File: config.mk
export PLATFORM = sky130hd
export DESIGN_NAME = vram_fetch
export DESIGN_NICKNAME = d
export VERILOG_FILES = /design/src/rtl/vram_pkg.sv /design/src/rtl/vram_fetch_fifo.sv /design/src/rtl/vram_fetch.sv
export SDC_FILE = /design/constraint.sdc
export NUM_CORES = 1
export LEC_CHECK = 0
export BUFFER_PORTS_ARGS = -buffer_cell sky130_fd_sc_hd__buf_2
export CORE_UTILIZATION = 43
export CTS_CLUSTER_SIZE = 24
export DETAILED_ROUTE_END_ITERATION = 16
export SYNTH_ARGS = -nofsm -noshare
export SYNTH_HDL_FRONTEND = slang
export SYNTH_SLANG_ARGS = --single-unit
File: constraint.sdc
create_clock -name i_clk -period 2.7 [get_ports i_clk]
set_input_delay 0.27 -clock i_clk [delete_from_list [all_inputs] [get_ports i_clk]]
set_output_delay 0.27 -clock i_clk [all_outputs]
set_load 0.01 [all_outputs]
File: src/rtl/vram_pkg.sv
// Shared types and constants for the VRAM row fetch engine.
package vram_pkg;

    typedef enum logic [1:0] {
        IDLE  = 2'd0,
        FETCH = 2'd1,
        DRAIN = 2'd2
    } fetch_state_t;

    // RAM issue-to-FIFO-capture latency in clocks
    localparam int unsigned FETCH_LAT = 2;
    localparam int unsigned COL_W     = 8;

endpackage

File: src/rtl/vram_fetch_fifo.sv
// Small register-array FIFO holding fetched bytes; the head is visible before it is popped.
module fetch_fifo
    import vram_pkg::*;
#(
    parameter int unsigned D     = 8,
    parameter int unsigned DEPTH = 4
) (
    input  logic                         i_clk,
    input  logic                         i_reset,
    input  logic                         i_push,
    input  logic [D-1:0]                 i_din,
    input  logic                         i_pop,
    output logic [D-1:0]                 o_dout,
    output logic                         o_empty,
    output logic                         o_full,
    output logic [$clog2(DEPTH):0]       o_occ
);

    localparam int unsigned PW = (DEPTH > 1) ? $clog2(DEPTH) : 1;
    localparam int unsigned OW = $clog2(DEPTH) + 1;

    logic [D-1:0]  r_mem [DEPTH];
    logic [PW-1:0] r_wr;
    logic [PW-1:0] r_rd;
    logic [OW-1:0] r_occ;
    logic          w_pop;
    logic          w_push;

    assign o_empty = (r_occ == '0);
    assign o_full  = (r_occ == OW'(DEPTH));
    assign o_occ   = r_occ;
    assign o_dout  = r_mem[r_rd];

    // A push while full is only accepted when the head leaves on the same edge
    assign w_pop  = i_pop && !o_empty;
    assign w_push = i_push && (!o_full || w_pop);

    always_ff @(posedge i_clk) begin
        if (i_reset) begin
            for (int i = 0; i < int'(DEPTH); i++) begin
                r_mem[i] <= '0;
            end
            r_wr  <= '0;
            r_rd  <= '0;
            r_occ <= '0;
        end else begin
            if (w_push) begin
                r_mem[r_wr] <= i_din;
                r_wr        <= r_wr + PW'(1);
            end
            if (w_pop) begin
                r_rd <= r_rd + PW'(1);
            end
            case ({w_push, w_pop})
                2'b10:   r_occ <= r_occ + OW'(1);
                2'b01:   r_occ <= r_occ - OW'(1);
                default: r_occ <= r_occ;
            endcase
        end
    end

    always @(posedge i_clk) begin
        if (!i_reset) begin
            assert (!(i_push && o_full && !i_pop));
        end
    end

endmodule

File: src/rtl/vram_fetch.sv
// Row fetch DMA: issues RAM reads under credit control and streams bytes to a valid/ready consumer.
module vram_fetch
    import vram_pkg::*;
#(
    parameter int unsigned A     = 10,
    parameter int unsigned D     = 8,
    parameter int unsigned COLS  = 32,
    parameter int unsigned R     = 5,
    parameter int unsigned BASE  = 0,
    parameter int unsigned DEPTH = 4
) (
    input  logic         i_clk,
    input  logic         i_reset,
    input  logic         i_start,
    input  logic [R-1:0] i_row,
    output logic         o_ram_cs,
    output logic         o_ram_rw,
    output logic [A-1:0] o_ram_addr,
    input  logic [D-1:0] i_ram_dout,
    output logic [D-1:0] o_out_data,
    output logic         o_out_valid,
    input  logic         i_out_ready,
    output logic         o_busy,
    output logic         o_done
);

    localparam int unsigned PW = A + R + COL_W;
    localparam int unsigned OW = $clog2(DEPTH) + 1;
    localparam int unsigned CW = OW + 1;
    localparam int unsigned LW = $clog2(FETCH_LAT + 1);

    fetch_state_t     r_state;
    fetch_state_t     w_state_nxt;
    logic [COL_W-1:0] r_col;
    logic [A-1:0]     r_base;
    logic [A-1:0]     r_addr;
    logic             r_cs;
    logic             r_rd_vld;
    logic [LW-1:0]    r_out;
    logic             r_busy;
    logic             r_done;

    logic [OW-1:0]    w_occ;
    logic             w_empty;
    logic             w_full;
    logic [D-1:0]     w_fifo_dout;
    logic             w_push;
    logic             w_pop;
    logic             w_credit;
    logic [A-1:0]     w_row_base;
    logic             w_start_ok;
    logic             w_issue_fetch;
    logic             w_issue;
    logic             w_last_col;
    logic             w_finish;

    fetch_fifo #(
        .D     (D),
        .DEPTH (DEPTH)
    ) u_fifo (
        .i_clk   (i_clk),
        .i_reset (i_reset),
        .i_push  (w_push),
        .i_din   (i_ram_dout),
        .i_pop   (w_pop),
        .o_dout  (w_fifo_dout),
        .o_empty (w_empty),
        .o_full  (w_full),
        .o_occ   (w_occ)
    );

    assign o_ram_cs    = r_cs;
    assign o_ram_rw    = 1'b0;
    assign o_ram_addr  = r_addr;
    assign o_out_data  = w_fifo_dout;
    assign o_out_valid = !w_empty;
    assign o_busy      = r_busy;
    assign o_done      = r_done;

    assign w_push     = r_rd_vld;
    assign w_pop      = !w_empty && i_out_ready;
    // A read may be issued only if its byte is guaranteed a FIFO slot on arrival
    assign w_credit   = (CW'(w_occ) + CW'(r_out)) < CW'(DEPTH);
    assign w_row_base = A'(PW'(BASE) + PW'(i_row) * PW'(COLS));

    always_ff @(posedge i_clk) begin
        if (i_reset) begin
            r_state <= IDLE;
        end else begin
            r_state <= w_state_nxt;
        end
    end

    always_comb begin
        w_state_nxt = r_state;
        case (r_state)
            IDLE:    if (w_start_ok) w_state_nxt = (COLS == 1) ? DRAIN : FETCH;
            FETCH:   if (w_issue_fetch && w_last_col) w_state_nxt = DRAIN;
            DRAIN:   if (w_finish) w_state_nxt = IDLE;
            default: w_state_nxt = IDLE;
        endcase
    end

    // The last byte leaves when nothing remains in flight and the FIFO holds one entry
    always_comb begin
        w_start_ok    = 1'b0;
        w_issue_fetch = 1'b0;
        w_finish      = 1'b0;
        w_last_col    = (r_col == COL_W'(COLS - 1));
        case (r_state)
            IDLE:    w_start_ok    = i_start;
            FETCH:   w_issue_fetch = w_credit;
            DRAIN:   w_finish      = w_pop && (w_occ == OW'(1)) && (r_out == '0);
            default: ;
        endcase
        w_issue = w_start_ok || w_issue_fetch;
    end

    always_ff @(posedge i_clk) begin
        if (i_reset) begin
            r_col    <= '0;
            r_base   <= '0;
            r_addr   <= '0;
            r_cs     <= 1'b0;
            r_rd_vld <= 1'b0;
            r_out    <= '0;
            r_busy   <= 1'b0;
            r_done   <= 1'b0;
        end else begin
            r_cs     <= w_issue;
            r_rd_vld <= r_cs;
            r_done   <= w_finish;
            if (w_start_ok) begin
                r_base <= w_row_base;
                r_addr <= w_row_base;
                r_col  <= COL_W'(1);
                r_busy <= 1'b1;
            end else if (w_issue_fetch) begin
                r_addr <= r_base + A'(r_col);
                r_col  <= r_col + COL_W'(1);
            end
            if (w_finish) begin
                r_busy <= 1'b0;
            end
            case ({w_issue, w_push})
                2'b10:   r_out <= r_out + LW'(1);
                2'b01:   r_out <= r_out - LW'(1);
                default: r_out <= r_out;
            endcase
        end
    end

endmodule

==> results.cfg, run 1 <==
[clock_network]
path_clk_slew_ns = 0.07
cts.repair.resized = 0
htree_levels = 3
cts_tree = yes
clk_latency_ns = 0.35
clock_path_buffers = 2
cts_root_buf = clkbuf_8
cts_hold_buf = 0
numCtsBuffers = 9
cts_sinks = 72
cts_setup_buffers = 0

[power]
seq_power_share = 0.519
pwr-share-clk = 0.282
power.share.switching = 0.2969
leakage_uw = 0.001480
p_comb_frac = 0.199
powerDensity_nw_per_um2 = 689.7
p_sw_uw = 757.6
vdd_ir_drop_max_mv = 0.3220
report.power.total_uw = 2552
p_int_uw = 1794

[sta]
finClkSkew_ns = 0.004470
max_freq_ghz = 0.4734
slew_viol_final = 0
setup_tns_ns = 0
tightestPinTransition_ns = 0.5875
setup_ws_ns = 0.5875
timing.slew.headroom = 0.6078
rsz0062_at_grt = no
fin_crit_sh = 0.7824
hold_viol = 0
holdWs_ns = 0.1868
setup_viol = 0
period_minus_slack_ns = 2.113

[setup_path]
cp_slowest_cell = nor4b_4
arrival_ns = 2.40
cp_max_fo = 10
worst_setup_path_end_kind = flip-flop
required_ns = 2.98
crit_path_max_incr_delay_ns = 0.46
path_class = flip-flop to flip-flop
path_cells = ha_1, nor4b_4, a21oi_1, ha_1, or3_1, a21oi_1
startpoint_type = flip-flop

[logic_synthesis]
synthFlopType = dfxtp_1
yosysTopAreaCell = edfxtp_1
synth_edf_count = 32
synthCells = 281
synth_top_area_share = 0.2980
syn_nets = 310
netlist_top_cells_area = edfxtp_1 (30%), dfxtp_1 (25%), and2_1 (6.4%)
syn-cell-area_um2 = 3224
synth-seq-cells = 72
ys_seq_area_frac = 0.5464
async_flop_share = 0
synth_warnings = 0
syn_avg_cell_area_um2 = 11.47
ys_types = 48

[route]
vias = 2127
vias_per_cell = 4.935
wl_mm = 6.138
drt_pass1_iterations = 4
routedWlPerCell_um = 14.24
final_antenna_net_count = 0
remaining_drc_errors = 0
drt_first_iter_violations = 89

[global_routing]
grt_start_max_net_pins = 27
grt-ovfl-total = 0
grt_pass1_vias = 1977
antenna_found_initial = 0
grt_use_total = 0.1774
grt_pass1_wl_mm = 9.970

[floorplan]
num_io_pins = 40
row_count = 31
core_um2 = 7253
die-area_um2 = 7849
die_h_um = 88.60
die_x_um = 88.60
start_util = 0.4445

[placed_design]
hpwl_mm = 4.326
post-place-ws_ns = 0.6182
port_buffers = 38
place_congestion = 0.7875
placed_cell_area_um2 = 3537

[hold_path]
min_path_type = input pin to flip-flop

[cells_and_area]
fin_nets = 356
drive_gt1_frac = 0.2319
antennaDiodeCount = 0
fin_area_um2 = 3700
syn2layout_area_growth_pct = 14.75

[job]
maxCapViolations = 0

[run_status]
status = finished clean
[layer usage]
metal	routed length, um	up-vias	track usage
li1	-	1085	-
met3	231	10	0.05224
met2	2741	47	0.2608
met5	0	-	0
met1	3031	985	0.2404
met4	133	0	0.08504
[state kept, by name (all words and copies together), names as in the netlist, 2 cells and up, named ones only]
name / cells
r_base: 5
u_fifo.r_wr: 2
u_fifo.o_occ: 3
u_fifo.r_rd: 2
o_ram_addr: 10
r_state: 2
u_fifo.r_mem: 32
r_out: 2
r_col: 8
[cells by family after synthesis]
| kind of cell | share of synthesized area |
|---|---|
| adders and majority gates | 0.04889 |
| AOI/OAI and AO/OA | 0.05976 |
| xor gates and xnor gates | 0.04346 |
| other | 0.001163 |
| buffers and inverters | 0.01669 |
| and+or+nand+nor | 0.2247 |
| muxes | 0.05898 |
| DFF | 0.5464 |
[synthesized netlist by cell type, types with 2 or more instances]
| cell | instances |
|---|---|
| mux4_2 | 8 |
| nand3b_1 | 2 |
| a31oi_1 | 5 |
| o21ai_0 | 4 |
| inv_1 | 2 |
| nand2_1 | 33 |
| or2_2 | 4 |
| nand3_1 | 7 |
| nand4_1 | 3 |
| ha_1 | 11 |
| xor2_1 | 13 |
| clkbuf_1 | 4 |
| xnor2_1 | 3 |
| a211oi_1 | 2 |
| edfxtp_1 | 32 |
| nor2b_1 | 3 |
| nor2_1 | 19 |
| and3_1 | 3 |
| or3_1 | 2 |
| dfxtp_1 | 40 |
| buf_1 | 2 |
| and4_1 | 3 |
| and2_1 | 33 |
| nor3_1 | 4 |
| a21oi_1 | 16 |
[power by group through the flow]
stage	Combinational, uW	Sequential, uW	Clock [uW]
finish	509	1320	719
global route	567	1340	788
CTS	513	1330	743
detailed placement	510	1350	0
global placement	504	1350	0
floorplan	405	1300	0
[area by class of cell]
cell class                 count  area [um^2]
fill                         701         3553
sequential                    72         1762
multi-input combinational    198         1409
timing repair buffer          44        235.2
clock buffer                   9        123.9
tap                           99        123.9
clock inverter                 7        38.79
inverter                       2        7.507
[cell usage in the layout, fill, tap and decap left out, drive strengths merged, types with 4 or more instances in the layout]
cell type | synthesis | layout
xor2 | 13 | 13
clkinv | 0 | 4
clkbuf | 4 | 9
o21ai | 5 | 5
or2 | 4 | 4
nand3 | 8 | 8
dfxtp | 40 | 40
nand2 | 33 | 33
ha | 11 | 11
and2 | 34 | 34
nand4 | 4 | 4
a31oi | 5 | 5
mux4 | 8 | 8
nor2 | 19 | 19
edfxtp | 32 | 32
a21oi | 17 | 17
buf | 5 | 44
nor3 | 4 | 4
[worst max-delay path: cells and delay by family (launching register included)]
family          cells  cell delay (ns)
fa+ha+maj           2             0.57
compound gates      2             0.30
simple gates        2             0.84
flops               1             0.34
[through the flow]
step | util | std cells
after floorplan | - | 281
after detailed placement | 0.4877 | 415
final | 0.5101 | 431
after global placement | 0.4877 | 415
after global routing | 0.5101 | 431
after CTS | 0.5101 | 431
[worst paths after layout]
kind,start,to,slack [ns],cells past startpoint
setup / recovery,r_out[1],r_out[1],0.59,6
hold / removal,i_row[2],r_base[7],0.19,3
setup reg to reg,r_out[1],r_out[1],0.59,6
hold reg to reg,o_ram_addr[1],o_ram_addr[1],0.46,2
Power figures use the tool's default switching activity.
==> run 2, diff against run 1 <==
Clock period 2.7 ns to 1.95 ns, I/O delays scaled along.
==> run 2 against run 1 <==
Sequential power rose by 36%. Critical path depth rose by 1. Hold slack got worse by 0.066 ns. Global-route usage barely moved. Non-clock buffer count rose by 8. Utilization rose by 1.1 points. Routed wire length rose by 0.68%. Design area rose by 2.1%. Largest cell class unchanged. Clock skew rose by 0.0016 ns. Combinational power rose by 60%.
==> results.cfg, run 2 (synthesis gave the netlist of run 1 again) <==
[run_status]
status = finished clean

[floorplan]
core_um2 = 7253
num_io_pins = 40
die_h_um = 88.60
start_util = 0.4445
die_x_um = 88.60
die-area_um2 = 7849
row_count = 31

[setup_path]
worst_setup_path_end_kind = flip-flop
cp_slowest_cell = or3_1
startpoint_type = flip-flop
cp_num_buf_inv = 1
path_class = flip-flop to flip-flop
worst_path_dominant_cell_family = simple AND/OR/NAND/NOR gates
path_cells = inv_1, ha_1, nand3b_1, nand2_2, ha_2, or3_1, a21oi_1
r2r_slack_ns = 0.1
crit_path_max_incr_delay_ns = 0.37
cp.depth = 7
arrival_ns = 2.12
ff2ff_path_depth = 7
cp_max_fo = 5
required_ns = 2.22

[global_routing]
grt_pass1_vias = 2109
grt_start_max_net_pins = 20
grt_use_total = 0.1777
grt-ovfl-total = 0
antenna_found_initial = 0
grt_pass1_wl_mm = 10.23

[route]
drt_pass1_iterations = 4
vias = 2154
met1_length_mm = 3.217
remaining_drc_errors = 0
routedWlPerCell_um = 14.08
routed.top_layer = met4
drt_first_iter_violations = 81
vias_per_cell = 4.907
final_antenna_net_count = 0
dr_wl_met3_um = 187
met2_length_mm = 2.687
wl_mm = 6.180

[cells_and_area]
final_core_util = 0.5208
seqCellArea_um2 = 1764
drive_gt1_frac = 0.2647
largest_register_ffs = 32
fin_nets = 364
antennaDiodeCount = 0
top_register = u_fifo.r_mem
layout_common_cells = dfxtp_1 (38), buf_2 (38), and2_1 (33)
stdcell_count = 439
fin_area_um2 = 3777
fill_cells = 684
multi_input_area_um2 = 1430
syn2layout_area_growth_pct = 17.15

[sta]
fin_crit_sh = 0.9493
rsz0062_at_grt = no
max_freq_ghz = 0.5402
period_minus_slack_ns = 1.851
hold_viol = 0
setup_viol = 0
slew_viol_final = 0
finClkSkew_ns = 0.006106
holdWs_ns = 0.1209

[power]
leakage_uw = 0.001521
report.power.total_uw = 3572
powerDensity_nw_per_um2 = 945.6
vdd_ir_drop_max_mv = 0.4691

[clock_network]
clock_path_buffers = 2
path_clk_slew_ns = 0.07
cts_tree = yes
cts_root_buf = clkbuf_8
cts_sinks = 72
htree_levels = 3
clk_latency_ns = 0.34
numCtsBuffers = 9
cts_hold_buf = 0

[placed_design]
place_inst = 422
placed_cell_area_um2 = 3608
hpwl_mm = 4.306
place_congestion = 0.7230
port_buffers = 38

[hold_path]
holdPathStages = 3
min_path_type = input pin to flip-flop

[job]
maxCapViolations = 0
## run 2: cell count changes in the layout (fill, tap and decap cells not counted), sizes merged
cell      previous run  this run
clkbuf               9        12
buf                 44        52
clkinvlp             3         1
clkinv               4         3
## run 2: final cells by class
cell class,instances,share of cell area
Clock buffer,12,0.03577
Clock inverter,4,0.005631
Multi-Input combinational cell,198,0.3786
Inverter,2,0.001987
Timing Repair Buffer,52,0.07817
Tap cell,99,0.03279
Sequential cell,72,0.4670
## run 2: worst min-delay path, stage by stage
cell and delay, ns:
buf_2 0.10, nand2_1 0.06, a21oi_1 0.06
## run 2: metrics by stage
stage | TNS (ns) | worst slack, ns
6_report | 0 | 0.09878
5_1_grt | 0 | 0.000008438
4_1_cts | 0 | 0.01193
3_5_place_dp | 0 | 0.03648
3_3_place_gp | 0 | 0.1109
2_1_floorplan | -0.01899 | -0.01899
## run 2: what timing repair did
action                                  in CTS  in global routing
hold endpoints to repair                     0                  0
gates resized for setup                      0                  2
setup buffers                                0                  1
endpoints found under the setup margin       0                  9
## run 2: path summary, 6_finish.rpt
| kind | start | to |
|---|---|---|
| worst max-delay path | u_fifo.o_occ[1] | u_fifo.o_occ[2] |
| worst min-delay path | i_row[0] | r_base[5] |
| worst max register to register | u_fifo.o_occ[1] | u_fifo.o_occ[2] |
| worst min register to register | o_ram_addr[0] | o_ram_addr[0] |
## run 2: layer usage
metal,GRT usage,vias to the layer above
met5,0,-
met4,0.07478,0
met3,0.03545,8
met2,0.2650,36
met1,0.2525,1004
li1,-,1106
## run 2: report_power, final
| group | internal (uW) | leakage (uW) | switching [uW] |
|---|---|---|---|
| logic | 396 | 0.000785 | 419 |
| clock network | 454 | 0.0000778 | 514 |
| registers | 1700 | 0.000658 | 92.2 |
| total | 2550 | 0.00152 | 1030 |
